**config.mk**
```make
export PLATFORM = sky130hd
export DESIGN_NAME = sink_port
export DESIGN_NICKNAME = d
export VERILOG_FILES = /design/src/rtl/sink_port_pkg.sv /design/src/rtl/sink_port_pkt_fifo.sv /design/src/rtl/sink_port.sv
export SDC_FILE = /design/constraint.sdc
export NUM_CORES = 1
export LEC_CHECK = 0
export CORE_MARGIN = 3
export CORE_UTILIZATION = 49
export CTS_CLUSTER_DIAMETER = 100
export DETAILED_ROUTE_END_ITERATION = 7
export GPL_TIMING_DRIVEN = 0
export PLACE_DENSITY = 0.71
export SYNTH_ARGS = -nofsm -noshare
export SYNTH_HDL_FRONTEND = slang
export SYNTH_SLANG_ARGS = --single-unit
```
**constraint.sdc**
```tcl
create_clock -name clk -period 49 [get_ports clk]
set_clock_uncertainty 0.05 [all_clocks]
set_input_delay 12.25 -clock clk [delete_from_list [all_inputs] [get_ports clk]]
set_output_delay 12.25 -clock clk [all_outputs]
set_load 0.005 [all_outputs]
```
**src/rtl/sink_port_pkg.sv**
```systemverilog
// Shared constants and helpers for the NoC sink port: flit/packet geometry and pair codes.
package sink_port_pkg;

  localparam int FLIT_W    = 32;
  localparam int N_FLITS   = 5;
  localparam int PKT_W     = N_FLITS * FLIT_W;
  localparam int CHANNEL_W = 32;

  localparam logic [1:0] PAIR_A = 2'b10;
  localparam logic [1:0] PAIR_B = 2'b01;

  typedef logic [PKT_W-1:0] packet_t;

  function automatic logic pair_valid(input logic [1:0] p);
    return (p == PAIR_A) || (p == PAIR_B);
  endfunction

endpackage

```
**src/rtl/sink_port_pkt_fifo.sv**
```systemverilog
// pkt_fifo: synchronous first-word-fall-through packet FIFO, any DEPTH >= 1.
// Occupancy lives in its own counter so pointers can wrap at non-power-of-two depths.
module pkt_fifo #(
  parameter int WIDTH = 160,
  parameter int DEPTH = 2
) (
  input  logic             clk,
  input  logic             rst,
  input  logic             i_push,
  input  logic [WIDTH-1:0] i_push_dat,
  input  logic             i_pop,
  output logic [WIDTH-1:0] o_dat,
  output logic             o_full,
  output logic             o_empty
);

  localparam int PTR_W = (DEPTH > 1) ? $clog2(DEPTH) : 1;
  localparam int CNT_W = $clog2(DEPTH + 1);

  logic [WIDTH-1:0] r_mem [DEPTH];
  logic [PTR_W-1:0] r_wr_ptr;
  logic [PTR_W-1:0] r_rd_ptr;
  logic [CNT_W-1:0] r_count;

  logic w_do_pop;
  logic w_do_push;

  // A push into a full FIFO is only taken when the head leaves on the same edge.
  assign w_do_pop  = i_pop && (r_count != '0);
  assign w_do_push = i_push && ((r_count != CNT_W'(DEPTH)) || w_do_pop);

  assign o_dat   = r_mem[r_rd_ptr];
  assign o_full  = (r_count == CNT_W'(DEPTH));
  assign o_empty = (r_count == '0);

  function automatic logic [PTR_W-1:0] ptr_next(input logic [PTR_W-1:0] p);
    return (p == PTR_W'(DEPTH - 1)) ? '0 : p + PTR_W'(1);
  endfunction

  always_ff @(posedge clk or posedge rst) begin
    if (rst) begin
      for (int i = 0; i < DEPTH; i++) r_mem[i] <= '0;
      r_wr_ptr <= '0;
      r_rd_ptr <= '0;
      r_count  <= '0;
    end else begin
      if (w_do_push) begin
        r_mem[r_wr_ptr] <= i_push_dat;
        r_wr_ptr        <= ptr_next(r_wr_ptr);
      end
      if (w_do_pop) r_rd_ptr <= ptr_next(r_rd_ptr);
      case ({w_do_push, w_do_pop})
        2'b10:   r_count <= r_count + CNT_W'(1);
        2'b01:   r_count <= r_count - CNT_W'(1);
        default: r_count <= r_count;
      endcase
    end
  end

endmodule

```
**src/rtl/sink_port.sv**
```systemverilog
// sink_port: NoC link receive end - pair-toggle framing, 5-flit assembly, packet FIFO, credit return.
// Defining SINK_PORT_RX_STATS_EN adds pkt_count, sticky err_overflow and sticky err_pair outputs.
module sink_port
  import sink_port_pkg::*;
#(
  parameter int CREDITS = 2
) (
  input  logic                 clk,
  input  logic                 reset,
  input  logic [1:0]           diff_pair_in,
  input  logic [CHANNEL_W-1:0] channel_in,
  output logic                 credit_out,
  output logic                 pkt_valid,
  input  logic                 pkt_ready,
  output logic [PKT_W-1:0]     pkt_data
`ifdef SINK_PORT_RX_STATS_EN
  ,
  output logic [31:0]          pkt_count,
  output logic                 err_overflow,
  output logic                 err_pair
`endif
);

  localparam int FC_W  = $clog2(N_FLITS);
  localparam int ASM_W = (N_FLITS - 1) * FLIT_W;

  typedef enum logic {ST_IDLE, ST_RECV} state_t;

  state_t            r_state;
  logic [FC_W-1:0]   r_flit_cnt;
  logic [1:0]        r_last_pair;
  logic [ASM_W-1:0]  r_asm;
  logic              r_credit;

  logic [FLIT_W-1:0] w_flit;
  logic              w_start;
  logic              w_capture;
  logic              w_push;
  logic              w_pop;
  logic              w_full;
  logic              w_empty;
  packet_t           w_pkt;

  assign w_flit    = channel_in[FLIT_W-1:0];
  assign w_start   = (r_state == ST_IDLE) && pair_valid(diff_pair_in) && (diff_pair_in != r_last_pair);
  assign w_capture = w_start || (r_state == ST_RECV);
  assign w_push    = (r_state == ST_RECV) && (r_flit_cnt == FC_W'(N_FLITS - 1));
  assign w_pop     = pkt_valid && pkt_ready;

  // Flits enter at the top and shift down, so flit0 ends up in the low word.
  assign w_pkt      = {w_flit, r_asm};
  assign pkt_valid  = !w_empty;
  assign credit_out = r_credit;

  always_ff @(posedge clk or posedge reset) begin
    if (reset) begin
      r_state     <= ST_IDLE;
      r_flit_cnt  <= '0;
      r_last_pair <= PAIR_A;
      r_asm       <= '0;
      r_credit    <= 1'b0;
    end else begin
      r_credit <= w_pop;
      if (w_capture) r_asm <= {w_flit, r_asm[ASM_W-1:FLIT_W]};
      case (r_state)
        ST_IDLE: begin
          if (w_start) begin
            r_last_pair <= diff_pair_in;
            r_flit_cnt  <= FC_W'(1);
            r_state     <= ST_RECV;
          end
        end
        ST_RECV: begin
          if (w_push) begin
            r_flit_cnt <= '0;
            r_state    <= ST_IDLE;
          end else begin
            r_flit_cnt <= r_flit_cnt + FC_W'(1);
          end
        end
        default: r_state <= ST_IDLE;
      endcase
    end
  end

  pkt_fifo #(
    .WIDTH (PKT_W),
    .DEPTH (CREDITS)
  ) u_fifo (
    .clk        (clk),
    .rst        (reset),
    .i_push     (w_push),
    .i_push_dat (w_pkt),
    .i_pop      (w_pop),
    .o_dat      (pkt_data),
    .o_full     (w_full),
    .o_empty    (w_empty)
  );

`ifdef SINK_PORT_RX_STATS_EN
  logic [31:0] r_pkt_count;
  logic        r_err_overflow;
  logic        r_err_pair;
  logic        w_drop;

  assign w_drop = w_push && w_full && !w_pop;

  always_ff @(posedge clk or posedge reset) begin
    if (reset) begin
      r_pkt_count    <= '0;
      r_err_overflow <= 1'b0;
      r_err_pair     <= 1'b0;
    end else begin
      if (w_push && !w_drop) r_pkt_count <= r_pkt_count + 32'd1;
      if (w_drop) r_err_overflow <= 1'b1;
      if (!pair_valid(diff_pair_in)) r_err_pair <= 1'b1;
    end
  end

  assign pkt_count    = r_pkt_count;
  assign err_overflow = r_err_overflow;
  assign err_pair     = r_err_pair;
`else
  // Without stats an overflow simply loses the packet.
  logic w_unused_full;
  assign w_unused_full = w_full;
`endif

endmodule

```
==> results_dict.tcl <==
set metrics [dict create \
    fillers 2933 \
    critPathCaptureType "output pin" \
    leakagePower_nw 10.0 \
    drive_gt1_share_pct 36.7 \
    crit_family "buffers and inverters" \
    p_total_mw 1.69 \
    slowest_delay_ns 0.47 \
    hold_path_depth 1 \
    cp_max_fo 10 \
    ys_async_sr_fraction_pct 100 \
    finalSetupViolations 0 \
    synth_adder_area_share_pct 0.198 \
    r2r_cells 5 \
    seq_area_um2 11500 \
    cts.htree.levels 2 \
    multi_input_area_um2 7120 \
    die_y_um 203 \
    period_share_pct 31.1 \
    rsz0062_at_grt "no" \
    final_antenna_net_count 0 \
    numCtsBuffers 48 \
    crit_arrival_ns 2.93 \
    seq_area_frac_synth_pct 60.5 \
    synth_top_family_by_area "multiplexers" \
    syn_area_um2 19000 \
    drv_slew 0 \
    syn_inst 1177 \
    tightest_slew_ns 1.10 \
    grt_pass1_wl_mm 68.0 \
    synth.mux.area_fraction_pct 36.0 \
    synth_top_area_share_pct 60.3 \
    wl_mm 43.3 \
    grt_max_degree 111 \
    ys_ff_latch 459 \
    worst_setup_path_start_kind "flop" \
    ir_worst_vdd_uv 32.3 \
    num_rows 71 \
    cp_cell_sequence "clkbuf_1 -> clkbuf_1 -> buf_2 -> mux2_2 -> clkdlybuf4s50_1" \
    dp_hpwl_mm 30.2 \
    track_usage_pct 21.5 \
    ys_top_cells_by_count "dfrtp_1 (458), mux2_2 (400), mux2_1 (208)" \
    cts_tree "done" \
    synth_area_leaders "dfrtp_1 (60%), mux2_2 (24%), mux2_1 (12%)" \
    worstHoldPathType "reg -> reg" \
    synth_top_cell_by_area "dfrtp_1" \
    fin_nets 1469 \
    antenna_found_initial 2 \
    drc 0 \
    hold_viol 0 \
    clock.fmax_mhz 65.7 \
    min_from "u_fifo.r_mem[173]" \
    status "finished clean" \
    clk_latency_ns 0.56 \
    cts_buffer_depth 3 \
    die_area_um2 41200 \
    holdBufCountCts 0 \
    syn_avg_cell_area_um2 16.1 \
    routedWlPerCell_um 21.9 \
    io-pin-count 199 \
    area_growth_pct 22.5 \
    initial_core_util_pct 50.1 \
    synth-xor-area-share_pct 0.230 \
    core_area_um2 37900 \
    finalSetupTns_ns 0 \
    synthSimpleGateAreaFrac_pct 0.639 \
    place_congestion 0.763 \
    grt_pass1_vias 11600 \
    path_class "reg -> out" \
    post_cts_buffers 0 \
    required_ns 36.70 \
    clkSinkCount 459 \
    yosysWarnings 0 \
    synth_compound_area_share_pct 0.369 \
    holdWs_ns 0.429 \
    die_x_um 203 \
    reg2reg_slack_ns 46.60 \
    powerDensity_nw_per_um2 72.7 \
    via_count 10500 \
    root_buffer "clkbuf_16" \
    crit_path_frequent_cell "clkbuf_1" \
    drtIter0Drc 472 \
    grt_overflow 0 \
    via_per_inst 5.31 \
    cp_slowest_cell "clkdlybuf4s50_1" \
    cp_num_buf_inv 4 \
    yosysMostFrequentCell "dfrtp_1" \
    ys.flop_type "dfrtp_1" \
    slew_headroom_pct 26.8 \
    cts-resized-gates 0 \
    portBuffers 198 \
    timing.max_cap.violations 0 \
    firstDrtPassIters 4 \
    yosysUniqueCellTypes 29 \
    rr_endpoint "u_fifo.r_mem[62]" \
    synthesis.nets 1217 \
    finalCriticalPeriod_ns 15.23 \
    path_clk_slew_ns 0.06 \
    synth-edff-count 0 \
    hold_path_end "u_fifo.r_mem[173]" \
    r2r_start "u_fifo.r_count[0]" \
]
==> sequential cells by signal, summed over array words and instances, names as in the netlist <==
signal	count
credit_out	1
r_asm	128
r_state	1
u_fifo.r_count	2
u_fifo.r_mem	320
r_flit_cnt	3
u_fifo.r_wr_ptr	1
r_last_pair	2
u_fifo.r_rd_ptr	1
==> cells in the final DEF, fill, tap and decap left out, drive strengths merged, types with 2 or more instances in the layout <==
cell type | netlist | final
nor2 | 3 | 3
nand2 | 2 | 2
nand2b | 3 | 3
clkbuf | 10 | 87
a21oi | 4 | 4
clkinvlp | 0 | 2
o21ai | 5 | 5
nor2b | 2 | 2
clkdlybuf4s50 | 0 | 198
clkinv | 0 | 3
xor2 | 2 | 2
ha | 3 | 3
mux2 | 608 | 608
dfrtp | 458 | 458
diode | 0 | 2
buf | 57 | 61
inv | 5 | 5
xnor2 | 3 | 3
==> stage by stage <==
stage                     utilization, %  cells  setup WS (ns)  cell area, um^2
final                               61.4   1975          33.77            23300
after global routing                61.4   1974          33.58            23300
after CTS                           61.4   1973          33.73            23300
after detailed placement            57.3   1890          34.27            21700
after global placement              57.0   1886          18.97            21600
after floorplan                        -   1177          23.90            19000
==> worst max-delay path by stage <==
| stage | cells past startpoint | to | slack, ns | startpoint |
|---|---|---|---|---|
| final | 5 | pkt_data[77] | 33.77 | u_fifo.r_rd_ptr |
| after global routing | 5 | pkt_data[97] | 33.58 | u_fifo.r_rd_ptr |
| after CTS | 5 | pkt_data[65] | 33.73 | u_fifo.r_rd_ptr |
| after detailed placement | 6 | r_asm[33] | 34.27 | diff_pair_in[0] |
| after global placement | 2 | u_fifo.r_mem[149] | 18.97 | reset |
| after floorplan | 1 | credit_out | 23.90 | reset |
==> layout make-up <==
class                   count  area share, %
well taps                 511           2.75
diodes                      2         0.0215
flip-flops and latches    459           49.3
inverters                   5          0.113
plain buffers              67           1.61
repair buffers            202           8.99
multi-input cells         646           30.6
clock inverters             6          0.274
clock buffers              77           6.32
==> worst reg2reg max path: stages (launching register included) <==
cell and delay (ns):
dfrtp_1 0.44, nor3b_2 0.36, nand3b_1 0.38, buf_2 0.37, buf_4 0.29, mux2_2 0.38
==> where the power goes <==
group / internal, mW / switching (mW) / leakage, nW
Clock: 0.209 / 0.144 / 0.747
Sequential: 0.560 / 0.104 / 5.49
Combinational: 0.419 / 0.257 / 3.78
==> kinds of logic (layout without fill, tap and decap cells) <==
logic type                 after synthesis  after routing
adders and majority gates                3              3
buffers and inverters                   72            357
muxes                                  608            608
and+or+nand+nor                         18             18
AOI/OAI and AO/OA                       12             12
other                                    0              2
DFF                                    459            459
xor gates and xnor gates                 5              5
==> routing by layer <==
metal | up-vias | track usage [%] | wire, um
met5 | - | 0 | 9
li1 | 4731 | - | -
met2 | 173 | 35.6 | 20900
met1 | 5517 | 29.4 | 19400
met3 | 64 | 3.82 | 1920
met4 | 2 | 6.16 | 980
(Power assumes the default switching activity.)
==> patch (config.mk and constraints unchanged) <==
The option `SINK_PORT_RX_STATS_EN` is turned on by a define.
--- a/src/rtl/sink_port.sv
+++ b/src/rtl/sink_port.sv
@@ -1,5 +1,7 @@
 // sink_port: NoC link receive end - pair-toggle framing, 5-flit assembly, packet FIFO, credit return.
 // Defining SINK_PORT_RX_STATS_EN adds pkt_count, sticky err_overflow and sticky err_pair outputs.
+`define SINK_PORT_RX_STATS_EN
+
 module sink_port
   import sink_port_pkg::*;
 #(
Function (old outputs only; new: err_overflow, err_pair and pkt_count): no difference found for any inputs over 4 cycles, from zero or initial values and one cycle with reset high; that may be too few to reach the edited logic, so the function may still have changed.
==> patch against the original RTL <==
Setup slack lost 0.67 ns; combinational power shrank 2%; sequential cell count grew 34; power grew 3.6%; synthesized area grew 10%; cell area grew 11%; final cell count grew 10%; global-route usage shrank 0.77 points; routed wire length grew 6.0%.
==> patch: results <==
group,metric,value,unit
worst_setup_path,cp_slowest_stage_delay,0.80,ns
worst_hold_path,hold_start,"pkt_count[31]$_DFFE_PP0P_",
worst_setup_path,critPathCapture,"pkt_data[108]",
routing,drt_iter0_markers,583,
global_route,gr-usage-met2,32.8,%
global_route,grt_usage,20.7,%
yosys,netlist_top_cells_count,"dfrtp_1, mux2_2, mux2_4",
place,place_ws,33.63,ns
worst_setup_path,worstSetupEndpointType,"output port",
yosys,ys_types,40,
status,status,"finished clean",
worst_setup_path,reg2reg_from,"r_last_pair[1]$_DFFE_PP1P_",
yosys,synth_nets,1349,
routing,wl_per_cell,21.1,microns
finish,antenna-diode-count,0,
clock_tree,numCtsBuffers,53,
global_route,grt_max_degree,127,
place,dp_hpwl,32200,microns
power_and_ir_drop,leakagePower,11.3,nW
finish,largest_register_ffs,320,
power_and_ir_drop,intPower,1.25,mW
yosys,ys_top_cells_by_area,"dfrtp_1, mux2_2, mux2_4",
routing,vias,11400,
clock_tree,clkLatencyLatePin,0.58,ns
sta,holdWs,0.421,ns
sta,finalCritPeriodShare,32.4,%
global_route,grt_pass1_vias,12400,
worst_setup_path,slowest_stage,"clkbuf_1",
place,place_congestion,0.742,
global_route,antenna_found_initial,0,
global_route,grt_pass1_wl,72900,microns
worst_setup_path,reg2reg_slack,46.31,ns
power_and_ir_drop,ir_worst_vdd,0.0336,mV
place,place_area,24100,sq um
worst_hold_path,holdPathEnd,"pkt_count[31]$_DFFE_PP0P_",
finish,final_layout_size_suffix_gt1_share,43.8,%
worst_setup_path,r2r_end,"r_asm[1]$_DFFE_PP0P_",
global_route,use_met3,4.73,%
worst_setup_path,arrival,3.60,ns
yosys,synth_top_area_share,58.8,%
## patch: cell count changes after synthesis, moves of 9 or more
cell / change
mux2_4: +100
nand3_1: +11
buf_6: +11
nor2_1: +11
mux2_1: -171
nand2_1: +12
xnor2_1: +17
xor2_1: +14
buf_2: -11
dfrtp_1: +34
clkbuf_1: +9
mux2_2: +71
## patch: power groups by stage
stage	clock network (mW)	registers (mW)	logic, mW
2_1_floorplan	0	0.659	0.382
3_3_place_gp	0	0.693	0.658
3_5_place_dp	0	0.703	0.667
4_1_cts	0.403	0.698	0.674
5_1_grt	0.420	0.723	0.711
6_report	0.394	0.699	0.661
## patch: cells by family after synthesis
logic type / Yosys count / synth area share [%]
flops: 493 / 58.9
mux: 608 / 34.5
fa+ha+maj: 4 / 0.239
simple gates: 76 / 2.26
buf+inv: 77 / 2.17
compound gates: 14 / 0.430
xor+xnor: 36 / 1.51
## patch: area by class of cell
class	count	area, sq um
Multi-Input combinational cell	738	8150
Clock buffer	85	1630
Sequential cell	493	12300
Inverter	9	43.8
Clock inverter	9	101
Buffer	68	418
Tap cell	539	674
Fill cell	3207	16300
Timing Repair Buffer	236	2430
## patch: per-layer routing
layer	share of wire, %	wire, microns
met1	47	21300
met2	47	21500
met3	4.5	2050
met4	2.1	964
met5	0	0
## patch: per-stage QoR
stage / power [mW] / utilization (%) / instances
6_report: 1.75 / 61.3 / 2177
2_1_floorplan: 1.04 / - / 1308
3_3_place_gp: 1.35 / 56.9 / 2079
3_5_place_dp: 1.37 / 57.2 / 2083
5_1_grt: 1.85 / 61.3 / 2177
4_1_cts: 1.78 / 61.3 / 2177
